==> src/rtl/dcache_tag_write_stage.sv <==
// Tag-array write stage: buffers arbitrated tag writes in a small FIFO, issues them
// to the tag SRAM with a parity bit, and flags same-index hazards to the load pipe.
module dcache_tag_write_stage #(
  parameter int IDX_W        = 6,
  parameter int WAYS         = 8,
  parameter int TAG_W        = 24,
  parameter int DEPTH        = 2,
  parameter int STARVE_LIMIT = 4
) (
  input  logic               clock,
  input  logic               reset,
  output logic               io_req_ready,
  input  logic               io_req_valid,
  input  logic [IDX_W-1:0]   io_req_bits_idx,
  input  logic [WAYS-1:0]    io_req_bits_way_en,
  input  logic [TAG_W-1:0]   io_req_bits_tag,
  input  logic               io_read_valid,
  input  logic [IDX_W-1:0]   io_read_idx,
  output logic               io_read_ready,
  output logic               io_read_conflict,
  output logic               io_sram_wen,
  output logic [IDX_W-1:0]   io_sram_idx,
  output logic [WAYS-1:0]    io_sram_way_en,
  output logic [TAG_W:0]     io_sram_tag,
  output logic               io_busy
);

  localparam int PTR_W = (DEPTH > 1) ? $clog2(DEPTH) : 1;
  localparam int CNT_W = $clog2(DEPTH + 1);
  localparam int SW    = $clog2(STARVE_LIMIT + 1);

  logic [IDX_W-1:0] idx_mem_reg [DEPTH];
  logic [WAYS-1:0]  way_mem_reg [DEPTH];
  logic [TAG_W-1:0] tag_mem_reg [DEPTH];

  logic [PTR_W-1:0] head_reg, head_next;
  logic [PTR_W-1:0] tail_reg, tail_next;
  logic [CNT_W-1:0] count_reg, count_next;
  logic [SW-1:0]    starve_reg, starve_next;

  logic             sram_wen_reg;
  logic [IDX_W-1:0] sram_idx_reg;
  logic [WAYS-1:0]  sram_way_reg;
  logic [TAG_W:0]   sram_tag_reg;

  logic             head_valid;
  logic             force_write;
  logic             enq;
  logic             deq;
  logic [IDX_W-1:0] head_idx;
  logic [WAYS-1:0]  head_way;
  logic [TAG_W-1:0] head_tag;
  logic [DEPTH-1:0] entry_hit;

  assign head_valid  = (count_reg != '0);
  // Only registered state feeds the read grant, so no io_read_valid -> io_read_ready path.
  assign force_write = (starve_reg == SW'(STARVE_LIMIT));
  assign io_req_ready  = (count_reg != CNT_W'(DEPTH));
  assign io_read_ready = ~force_write;

  assign enq = io_req_valid & io_req_ready;
  assign deq = head_valid & (~io_read_valid | force_write);

  assign head_idx = idx_mem_reg[head_reg];
  assign head_way = way_mem_reg[head_reg];
  assign head_tag = tag_mem_reg[head_reg];

  always_comb begin
    head_next   = head_reg;
    tail_next   = tail_reg;
    count_next  = count_reg;
    starve_next = starve_reg;
    if (enq) tail_next = tail_reg + PTR_W'(1);
    if (deq) head_next = head_reg + PTR_W'(1);
    case ({enq, deq})
      2'b10:   count_next = count_reg + CNT_W'(1);
      2'b01:   count_next = count_reg - CNT_W'(1);
      default: count_next = count_reg;
    endcase
    if (!head_valid || deq) begin
      starve_next = '0;
    end else if (io_read_valid && !force_write) begin
      starve_next = starve_reg + SW'(1);
    end
  end

  always_ff @(posedge clock) begin
    if (!reset) begin
      head_reg   <= '0;
      tail_reg   <= '0;
      count_reg  <= '0;
      starve_reg <= '0;
    end else begin
      head_reg   <= head_next;
      tail_reg   <= tail_next;
      count_reg  <= count_next;
      starve_reg <= starve_next;
    end
  end

  // Entry storage carries no reset; occupancy alone decides which slots are live.
  always_ff @(posedge clock) begin
    if (reset && enq) begin
      idx_mem_reg[tail_reg] <= io_req_bits_idx;
      way_mem_reg[tail_reg] <= io_req_bits_way_en;
      tag_mem_reg[tail_reg] <= io_req_bits_tag;
    end
  end

  // A head with an empty way mask is consumed without touching the SRAM port.
  always_ff @(posedge clock) begin
    if (!reset) begin
      sram_wen_reg <= 1'b0;
      sram_idx_reg <= '0;
      sram_way_reg <= '0;
      sram_tag_reg <= '0;
    end else begin
      sram_wen_reg <= deq && (head_way != '0);
      if (deq && (head_way != '0)) begin
        sram_idx_reg <= head_idx;
        sram_way_reg <= head_way;
        sram_tag_reg <= {^head_tag, head_tag};
      end
    end
  end

  genvar gi;
  generate
    for (gi = 0; gi < DEPTH; gi++) begin : g_hit
      localparam logic [PTR_W-1:0] SLOT = PTR_W'(gi);
      logic [PTR_W-1:0] offset;
      assign offset        = SLOT - head_reg;
      assign entry_hit[gi] = (CNT_W'(offset) < count_reg) && (idx_mem_reg[gi] == io_read_idx);
    end
  endgenerate

  assign io_read_conflict = io_read_valid &
                            ((|entry_hit) | (sram_wen_reg & (sram_idx_reg == io_read_idx)));

  assign io_sram_wen    = sram_wen_reg;
  assign io_sram_idx    = sram_idx_reg;
  assign io_sram_way_en = sram_way_reg;
  assign io_sram_tag    = sram_tag_reg;
  assign io_busy        = head_valid | sram_wen_reg;

endmodule

==> config.mk <==
export PLATFORM = sky130hd
export DESIGN_NAME = dcache_tag_write_stage
export DESIGN_NICKNAME = d
export VERILOG_FILES = /design/src/rtl/dcache_tag_write_stage.sv
export SDC_FILE = /design/constraint.sdc
export NUM_CORES = 1
export LEC_CHECK = 0
export ABC_AREA = 0
export CORE_ASPECT_RATIO = 1.5
export CORE_MARGIN = 3
export CORE_UTILIZATION = 55
export CTS_BUF_LIST = sky130_fd_sc_hd__clkbuf_4
export DETAILED_ROUTE_END_ITERATION = 8
export DONT_BUFFER_PORTS = 1
export PLACE_DENSITY = 0.81
export SLEW_MARGIN = 10
export SYNTH_ARGS = -nofsm -noshare
export SYNTH_HDL_FRONTEND = slang
export SYNTH_SLANG_ARGS = --single-unit
==> constraint.sdc <==
create_clock -name clock -period 4.83 [get_ports clock]
set_input_delay 0.7245 -clock clock [delete_from_list [all_inputs] [get_ports clock]]
set_output_delay 0.7245 -clock clock [all_outputs]
set_load 0.01 [all_outputs]
==> results of run 1 <==
Yosys cell counts (all sizes together), types with 3 or more instances:
library cell and n:
ha 3, and2 5, o211a 39, xor2 29, inv 4, mux2i 50
nor4 7, a21oi 4, nand4 3, clkbuf 6, buf 15, edfxtp 76
dfxtp 48, nand2 41, nor2 4, xnor2 27
through the flow:
| step | power [mW] | setup WS (ns) |
|---|---|---|
| 2_1_floorplan | 2.22 | 0.555 |
| 3_3_place_gp | 2.32 | 2.20 |
| 3_5_place_dp | 2.34 | 2.11 |
| 4_1_cts | 2.98 | 2.09 |
| 5_1_grt | 3.12 | 1.85 |
| 6_report | 2.94 | 2.07 |
path summary, 6_finish.rpt:
check                  endpoint                start
min reg2reg       starve_reg[0]        starve_reg[0]
max reg2reg     io_sram_tag[13]        starve_reg[0]
min          tag_mem_reg[1][22]  io_req_bits_tag[22]
max             io_sram_tag[13]        starve_reg[0]
power breakdown:
part | switching [mW] | internal, mW | leakage, nW | total (mW)
clock | 0.378 | 0.252 | 0.127 | 0.630
sequential | 0.232 | 1.32 | 1.09 | 1.55
combinational | 0.359 | 0.394 | 0.986 | 0.753
total | 0.969 | 1.97 | 2.20 | 2.94
worst max-delay path, stage by stage (launching register included):
cell and delay [ns]:
dfxtp_1 0.34, inv_1 0.06, ha_1 0.15, nand2_1 0.13, a21oi_1 0.33, o211a_2 0.96
buf_4 0.42, nand2_1 0.10, o211a_1 0.14
cell type report:
cell class              count  area share, %
diodes                      1         0.0456
multi-input cells         224           33.1
well taps                 110           2.51
flip-flops and latches    124           59.1
repair buffers              3          0.410
inverters                   4          0.273
clock inverters            15           2.30
clock buffers              17           2.32
cells by family after synthesis:
| kind of cell | share of synthesized area [%] |
|---|---|
| and+or+nand+nor | 6.01 |
| adders and majority gates | 0.724 |
| DFF | 62.5 |
| AOI/OAI and AO/OA | 8.49 |
| buffers and inverters | 2.56 |
| xor gates and xnor gates | 10.0 |
| muxes | 9.65 |
routing by layer:
layer	up-vias	track usage, %
li1	1360	-
met1	1420	17.7
met2	82	32.7
met3	16	8.29
met4	0	8.39
met5	-	0
==> results, run 1 <==
- The smallest clock period supported by the final layout is computed as between 2 and 3 ns.
- The layout cell share with drive strength beyond 1 is between 10% and 20%.
- The clock arrives with 0.0126 ns of skew.
- After clock tree synthesis, the flow added hold-fix buffers numbering 0.
- Leaving out fill and tap cells, the most frequent cell in the layout is edfxtp_1.
- The met1 wire length is 3240 µm.
- Summing all placed instances gives a cell area of 5240 µm².
- The worst setup path is launched from a flop.
- The first detailed-routing pass ran for 4 iterations.
- The DRC violations left is 0.
- Counting cells, the worst reg-to-reg path comes to 8.
- The number of synthesis warnings is 0.
- Once placement completed, the tool counted placed cells totaling between 400 and 500.
- The number of global-route vias before repair is 3077.
- The number of slew-limit violations in the final report came to 0.
- The synthesized design contains approximately 120 register bits.
- Setup repair after global routing left no endpoint under its margin.
- The footprint of the flip-flops and latches is 3240 µm².
- The area used by multi-input combinational logic is 1820 µm².
- For this design, the sink count on the clock tree is between 100 and 150.
- The flip-flop count of the largest register after layout is 48.
- The number of nets in the synthesized netlist is about 420.
- The number of routed nets with antenna violations is 0.
- The max-cap violation count is 0.
- The first global-routing pass estimated approximately 15000 µm of wire.
- The hold violation count in the final report came to 0.
- For this design the top-level I/O count stands at 92.
- The initial utilization of the core area, before any placement, comes to 57.7%.
- The tree is rooted in a clkbuf_4.
- The worst-case IR drop observed on VDD is approximately 0.30 mV.
- In this run the tightest slew margin relative to its limit is 27.7%.
- Timing would allow up to 0.363 GHz.
- Fill cells in the final layout number 719.
- The number of buffers inserted to repair setup after CTS is 0.
- Summing over every cut layer, the via total after detailed routing is 2878.
- After technology mapping, the gate count stands at 373.
- The mean routed wirelength per cell is 18.6 µm.
- The count of standard-cell rows is 42.
- The largest net degree at the start of global routing is 55.
- The total routing usage reported by global routing is 18.4%.
- The number of buffers added on ports is 0.
- The area growth from synthesis to layout is 5.91%.
- The register-to-register setup slack is 2.07 ns.
- The later-pin clock latency in the skew report is 0.50 ns.
- TritonCTS built the clock tree.
- After clock tree synthesis, the repair step resized 0 gates.
- With fillers left out, the area of the finished cells amounts to 5490 µm².
- After global routing the overflow that remains totals 0.
- The share of synthesized area occupied by flip-flops and latches is 62.5%.
- In the synthesized netlist the dominant register cell turns out to be edfxtp_1.
- The overall routed net length is roughly 9000 µm.
- Counting flops with an async set or reset pin after synthesis yields a share of 0%.
- After clock tree synthesis, the clock-pin slew on the worst setup and hold paths is 0.11 ns.
- The worst setup path is captured at a flop.
- The unique cell type count in the Yosys netlist is 30.
- The number of clock buffers inserted by TritonCTS is 17.
- In this run the static leakage power is 2.20 nW.
- The maximum buffer depth of the clock tree is 2.
- Signal routing reaches up to met4.
- CTS built an H-tree with a depth of 4.
- The width of the die is 85.3 µm.
- The total half-perimeter wirelength after legalization and detailed placement is 6260 µm.
- The area of the core region is approximately 9000 µm².
- The overall die height is 125 µm.
- For the worst setup path, the data arrival time is 3.16 ns.
- The run finished with clean final reports.
- The library cells used most frequently in the layout, excluding fill and tap cells, are edfxtp_1, mux2i_1, dfxtp_1.
- Summed over all instances, the cell type with the most area after synthesis is edfxtp_1.
- The floorplan step defined a die boundary enclosing 10700 µm².
- The power density over the cells is 535 nW/µm².
- The routability congestion estimate is 0.828.
- At the end of the flow the core is filled with cells to 61.1%.
- The met3 routed wirelength is 724 µm.
- The worst min-delay path category is input pin to flop.
- The post-synthesis instance area is 5190 µm².
- The synthesized design devotes to its leading area cell type between 40% and 50% of total area.
- In this run, the number of DRC markers left after iteration 0 of detailed routing was 117.
- Dividing the detail-routed via count by the number of cells gives around 5.8.
- The number of enable-type register cells in the synthesized netlist is 76.
- The worst hold path was traced through 0 stages.
- The setup-violating endpoint count in the final report is 0.
- In this run the mean area of a mapped cell was 13.9 µm².
- The setup TNS is 0 ns.
- At the pin with the least slew margin, the transition time is between 1 and 1.5 ns.
- The initial antenna violation count is 1.
- Final hold analysis gives a worst-case slack of 0.311 ns.
- The worst setup path is of the flop to flop kind.
- Data on the critical path is required at its endpoint by 5.23 ns.
- The finished layout holds 498 standard cells, fillers aside.
- Summed over all nets, wire length on met2 after detailed routing comes to 5130 µm.
- In the finished design, the share of the clock period the worst path needs comes to a little under three fifths.
- By area the synthesized netlist is led by edfxtp_1, dfxtp_1, mux2i_1.
- Along the worst path, the maximum fanout reaches 54.
- The total number of nets in the final design is 425.
(Power assumes the default switching activity.)
==> run 2: changes to the inputs <==
PLACE_DENSITY = 0.84   (was 0.81)
clock period = 2.52 ns   (was 4.83 ns; I/O delays follow)
==> run 2 against run 1 <==
Effect of this change: core utilization rose by 6.5 points; clock skew rose by 0.015 ns; global-route usage rose by 2.3 points; sequential share of layout area fell by 5.7 points; via count rose by 5.7%; sequential power rose by 89%; sequential cell count did not move; critical endpoint is now io_read_conflict; combinational power rose by 120%; largest power group unchanged; clock-buffer cell count did not move; wire length rose by 13%; register-to-register slack got worse by 1.5 ns; first-iteration DRC count fell by 3.4%.
==> results, run 2 (synthesis results as in run 1) <==
- The flow ran to the end, and the final reports show no timing, DRC or antenna violations.
- The first-pass GRT wire length is 16600 µm (+12%).
- The combinational fraction of design power is 26.6% (+1.0 points).
- The area growth from synthesis to layout is 17.1%.
- The overall routed net length is 10500 µm (+13%).
- The number of H-tree branching levels is 4 (unchanged).
- The number of buffers and inverters on the critical path was 0 (-2).
- The setup TNS was 0 ns (unchanged).
- The delay of the slowest critical-path stage is 0.43 ns (-0.53 ns).
- The DRC violations left is 0 (unchanged).
- The maximum fanout count along the critical path was 2 (-96%).
- The signal on the critical path passes through xnor2_1, nand4_1, nor4_1, o31a_1.
- STA classifies the critical path startpoint as a flop.
- The max-cap violation count is 0 (unchanged).
- The highest achievable clock rate is ~0.46 GHz.
- The detailed-routing iteration count for the pre-antenna-repair pass was 5 (+1).
- The routability congestion estimate is 0.889 (+7.4%).
- The met3 global-route usage is 6.85% (-1.4 points).
- The overall via count from detail_route is 3041 (+5.7%).
- The number of antenna repair diodes is 0 (-1).
- The worst relative slew slack is 68.9% (+41 points).
- The area enclosed by the die boundary is 10700 µm² (unchanged).
- The flip-flop count of the largest register after layout was 48 (unchanged).
- The count of standard-cell rows was 42 (unchanged).
- The maximum vdd ir drop is 0.725 mV (+140%).
- After layout, the minimum clock period comes to ~2.2 ns.
- The hold violation count in the final report is 0 (unchanged).
- The clock tree from TritonCTS is yes.
- The setup-violating endpoint count in the final report is 0 (unchanged).
- The clock sink total is 124 (unchanged).
- The largest net degree at the start of global routing came to 52 (-5.5%).
- In the layout the commonest cells are edfxtp_1, mux2i_1, dfxtp_1.
- The clock transition at the registers of the reported paths came to 0.10 ns (about the same).
- The part of the power in registers came to 46.8% (-6.1 points).
- The number of vias per cell is 5.62 (-2.7%).
- In this design, the largest share of critical-path delay is due to flip-flops.
- The total power is 6.27 mW (+110%).
- The clock tree skew after final layout is 0.0276 ns (+0.0150 ns).
- The mean routed wirelength per cell is 19.4 µm (+4.4%).
- Setup repair after global routing left no endpoint under its margin.
- The switching share of power is 30.5% (-2.5 points).
- The total routing usage reported by global routing is 20.6% (+2.3 points).
- The number of global-route vias before repair was 3291 (+7.0%).
- The root cell of the clock tree is clkbuf_4.
- The total number of nets in the final design is 469 (+10%).
- The power density over the cells came to 1030 nW/µm² (+93%).
- The transition at the pin with the smallest max-transition slack came to 0.466 ns (-0.618 ns).
- The share of power burned in the clock network is 26.6% (+5.1 points).
- The critical path required time is 2.14 ns (-3.09 ns).
- The cell leakage power is 2.47 nW (+12%).
- The data arrival time at the worst-slack endpoint is 1.82 ns (-1.34 ns).
- The number of buffers inserted to repair setup after CTS is 0 (unchanged).
- The area of the core region came to 8990 µm² (unchanged).
- The design internal power is 4.36 mW (+120%).
- The fill cell instance count of the final layout is 649 (-9.7%).
- The total half-perimeter wirelength after legalization and detailed placement is 6800 µm (+8.7%).
- The fraction of met1 tracks used by global routing is 20.3% (+2.6 points).
- The power spent charging and discharging nets is 1.91 mW (+97%).
- The number of buffers added on ports came to 0 (unchanged).
- The number of slew-limit violations in the final report is 0 (unchanged).
- The tightest hold margin was 0.0445 ns (-0.267 ns).
- The layout cell share with drive strength beyond 1 is 9.74% (-0.59 points).
- The number of top-level pins came to 92 (unchanged).
- The critical path's slowest cell is edfxtp_1.
- The later-pin clock latency in the skew report is 0.51 ns (about the same).
- The worst slack at placement is 0.595 ns (-1.52 ns).
- The maximum buffer depth of the clock tree is 2 (unchanged).
- The number of cells in the design after placement came to 469 (+0.86%).
- The overall die height was 125 µm (unchanged).
- The kind of critical path is flop to output port.
- In this run the worst hold path is classified as input pin to flop.
- The most utilized layer in the global route result is met2.
- The aggregate global routing overflow came to 0 (unchanged).
- The number of routed nets with antenna violations is 0 (unchanged).
- The nature of the critical path endpoint is an output port.
- The number of standard cells in the final layout excluding fillers came to 541 (+8.6%).
- After layout, the worst path uses 87.1% of the clock period.
- The number of violations reported at the end of detailed-routing iteration 0 is 113 (-3.4%).
- The initial antenna violation count is 0 (-1).
- The most frequent standard cell in the layout excluding fill and tap cells is edfxtp_1.
- The met2 routing resource usage after global routing was 38.3% (+5.6 points).
- The initial cell density of the core is 57.7% (unchanged).
- The width of the die is 85.3 µm (unchanged).
- The number of clock buffers inserted by TritonCTS came to 17 (unchanged).
- The worst setup slack after layout is 0.326 ns (-1.75 ns).
==> run 2: cell type report <==
type | instances | area (µm²) | share of cell area [%]
clock buffer | 17 | 128 | 2.10
clock inverter | 15 | 226 | 3.73
inverter | 4 | 15.0 | 0.247
multi-input combinational | 224 | 1820 | 30.0
sequential | 124 | 3240 | 53.4
tap | 110 | 138 | 2.27
timing repair buffer | 47 | 500 | 8.24
==> run 2: repair_timing <==
action | in CTS | in global routing
resized for setup | 0 | 0
hold buffers | 40 | 0
endpoints found under the hold margin | 119 | 0
==> run 2: metal layers <==
| metal | up-vias | routed length (µm) |
|---|---|---|
| met2 | 95 | 6080 |
| met3 | 12 | 637 |
| met4 | 0 | 137 |
| li1 | 1457 | - |
| met5 | - | 0 |
| met1 | 1477 | 3660 |
==> run 2: power by group through the flow <==
stage / combinational (mW) / sequential [mW] / clock [mW]
floorplan: 1.41 / 2.85 / 0
global placement: 1.55 / 2.96 / 0
detailed placement: 1.60 / 2.99 / 0
CTS: 1.69 / 2.94 / 1.71
global route: 1.84 / 2.98 / 1.80
finish: 1.67 / 2.93 / 1.67
==> run 2: through the flow <==
step	instance area (µm²)	util, %
after floorplan	5200	-
after global placement	5310	59.1
after detailed placement	5310	59.1
after CTS	6070	67.6
after global routing	6070	67.6
final	6070	67.6
==> run 2: path summary, 6_finish.rpt <==
kind | start | endpoint | cells after the start | slack, ns
setup / recovery | idx_mem_reg[0][3] | io_read_conflict | 4 | 0.33
hold / removal | reset | io_sram_tag[24] | 2 | 0.04
setup reg to reg | count_reg[0] | count_reg[1] | 5 | 0.56
hold reg to reg | starve_reg[0] | starve_reg[0] | 1 | 0.46
==> run 3: changes to the inputs <==
MAX_ROUTING_LAYER = met4   (was unset)
==> run 3 against run 2 <==
Effect of this change: global-route usage up 0.63 points; clock-buffer cell count is the same; via count grew 0.26%; die area unchanged; combinational power barely moved; clock skew fell by 0.0052 ns; worst hold slack improved by 0.057 ns; first-iteration DRC count is 16% higher; core utilization up 0.11 points; clock power is essentially flat; sequential cell count did not move; largest cell class unchanged.
==> results, run 3 (synthesis results as in run 1) <==
- The run finished with clean final reports.
- The maximum buffer depth of the clock tree came to 2 (unchanged).
- The maximum vdd ir drop came to 0.724 mV (-0.11%).
- The worst slack at placement is 0.595 ns (unchanged).
- The number of routed nets with antenna violations is 0 (unchanged).
- The worst setup slack after layout is 0.341 ns (+0.0153 ns).
- The initial cell density of the core is 57.7% (unchanged).
- The path class of the tightest hold or removal check is input pin to flop.
- The total number of nets in the final design is 470 (+0.21%).
- The mean routed wirelength per cell is 19.5 µm (+0.32%).
- The overall routed net length was 10600 µm (+0.50%).
- The number of antenna repair diodes is 0 (unchanged).
- The slowest stage of the critical path belongs to the cell edfxtp_1.
- The number of gates resized after CTS was 0 (unchanged).
- The flip-flop count of the largest register after layout came to 48 (unchanged).
- The first-pass GRT wire length was 16600 µm (about the same).
- The setup TNS is 0 ns (unchanged).
- The worst relative slew slack is 69.1% (+0.15 points).
- The area enclosed by the die boundary came to 10700 µm² (unchanged).
- The initial antenna violation count was 0 (unchanged).
- CTS placed an instance of clkbuf_4 at the clock tree root.
- The power density over the cells came to 1030 nW/µm² (about the same).
- The layout cell share with drive strength beyond 1 came to 9.72% (-0.023 points).
- The number of buffers added on ports is 0 (unchanged).
- The number of slew-limit violations in the final report is 0 (unchanged).
- The transition at the pin with the smallest max-transition slack is 0.463 ns (-0.00220 ns).
- The detailed-routing iteration count for the pre-antenna-repair pass is 4 (-1).
- The DRC violations left came to 0 (unchanged).
- The aggregate global routing overflow is 0 (unchanged).
- The total half-perimeter wirelength after legalization and detailed placement is 6800 µm (unchanged).
- The area of the core region is 8990 µm² (unchanged).
- The share of the clock period used by the worst path was 86.5% (-0.61 points).
- The highest achievable clock rate came to 0.459 GHz (+0.70%).
- In the layout the commonest cells are edfxtp_1, mux2i_1, dfxtp_1.
- The setup-violating endpoint count in the final report is 0 (unchanged).
- TritonCTS built the clock tree.
- The data arrival time at the worst-slack endpoint is 1.80 ns (-0.02 ns).
- The number of H-tree branching levels is 4 (unchanged).
- The max-cap violation count is 0 (unchanged).
- The clock sink total is 124 (unchanged).
- The largest net degree at the start of global routing is 52 (unchanged).
- The delay of the slowest critical-path stage is 0.43 ns (about the same).
- The number of vias per cell is 5.63 (about the same).
- The clock transition at the registers of the reported paths is 0.10 ns (about the same).
- The total power is 6.28 mW (+0.10%).
- From synthesis to final layout, the design area changed by 17.3%.
- The number of global-route vias before repair is 3290 (-0.030%).
- The critical path required time was 2.14 ns (about the same).
- The number of top-level pins came to 92 (unchanged).
- The maximum fanout count along the critical path was 2 (unchanged).
- Walking the worst path, the cells encountered are xnor2_1, nand4_1, nor4_1, o31a_1.
- The number of clock buffers inserted by TritonCTS is 17 (unchanged).
- The library cell used most frequently in the layout, excluding fill and tap cells, is edfxtp_1.
- The number of violations reported at the end of detailed-routing iteration 0 is 131 (+16%).
- The final core utilization is 67.7% (+0.11 points).
- The final critical path time including I/O delays and setup is 2.18 ns (-0.0153 ns).
- The total routing usage reported by global routing is 21.2% (+0.63 points).
- The worst setup path is captured at an output port.
- The clock tree skew after final layout came to 0.0224 ns (-0.00522 ns).
- The count of standard-cell rows is 42 (unchanged).
- The cell leakage power is 2.47 nW (+0.17%).
- The worst setup path is launched from a flop.
- The overall via count from detail_route is 3049 (+0.26%).
- The routability congestion estimate is 0.903 (+1.7%).
- The width of the die came to 85.3 µm (unchanged).
- The hold violation count in the final report is 0 (unchanged).
- The overall die height came to 125 µm (unchanged).
- The kind of critical path is flop to output port.
- The later-pin clock latency in the skew report is 0.51 ns (about the same).
- Setup repair after global routing left no endpoint under its margin.
run 3: what timing repair did:
action	4_1_cts	5_1_grt
endpoints found under the hold margin	119	1
buffers inserted	0	0
hold buffers	40	1
run 3: worst paths after layout:
kind | from | end | slack, ns | cells after the start
worst max-delay path | idx_mem_reg[0][3] | io_read_conflict | 0.34 | 4
worst min-delay path | reset | starve_reg[0] | 0.10 | 2
worst max register to register | count_reg[0] | count_reg[1] | 0.56 | 5
worst min register to register | starve_reg[0] | starve_reg[0] | 0.46 | 1
run 3: stage by stage:
step / cell area, µm² / hold slack [ns] / cells
after floorplan: 5200 / 0.417 / 373
after global placement: 5310 / 0.433 / 469
after detailed placement: 5310 / 0.439 / 469
after CTS: 6070 / 0.00190 / 541
after global routing: 6080 / 0.0371 / 542
final: 6080 / 0.102 / 542
run 3: power breakdown:
group	leakage [nW]	switching, mW	internal (mW)	total, mW
sequential	1.09	0.401	2.53	2.93
clock	0.185	0.700	0.970	1.67
combinational	1.19	0.817	0.855	1.67
run 3: final cells by class:
cell class                 count  area [µm²]
clock inverter                15         226
multi-input combinational    224        1820
fill                         649        2900
timing repair buffer          48         510
inverter                       4        15.0
tap                          110         138
sequential                   124        3240
clock buffer                  17         128
run 3: critical path, delay by kind of cell (launching register included):
family | cells | cell delay, ns
compound gates | 1 | 0.22
xor+xnor | 1 | 0.24
flops | 1 | 0.43
simple gates | 2 | 0.42
run 3: metal layers:
layer  track usage (%)  routed length (µm)  up-vias
met5                 -                   0        -
met4              8.01                 150        0
met3              7.11                 584       18
met2              38.2                6030       94
met1              20.6                3810     1479
li1                  -                   -     1458
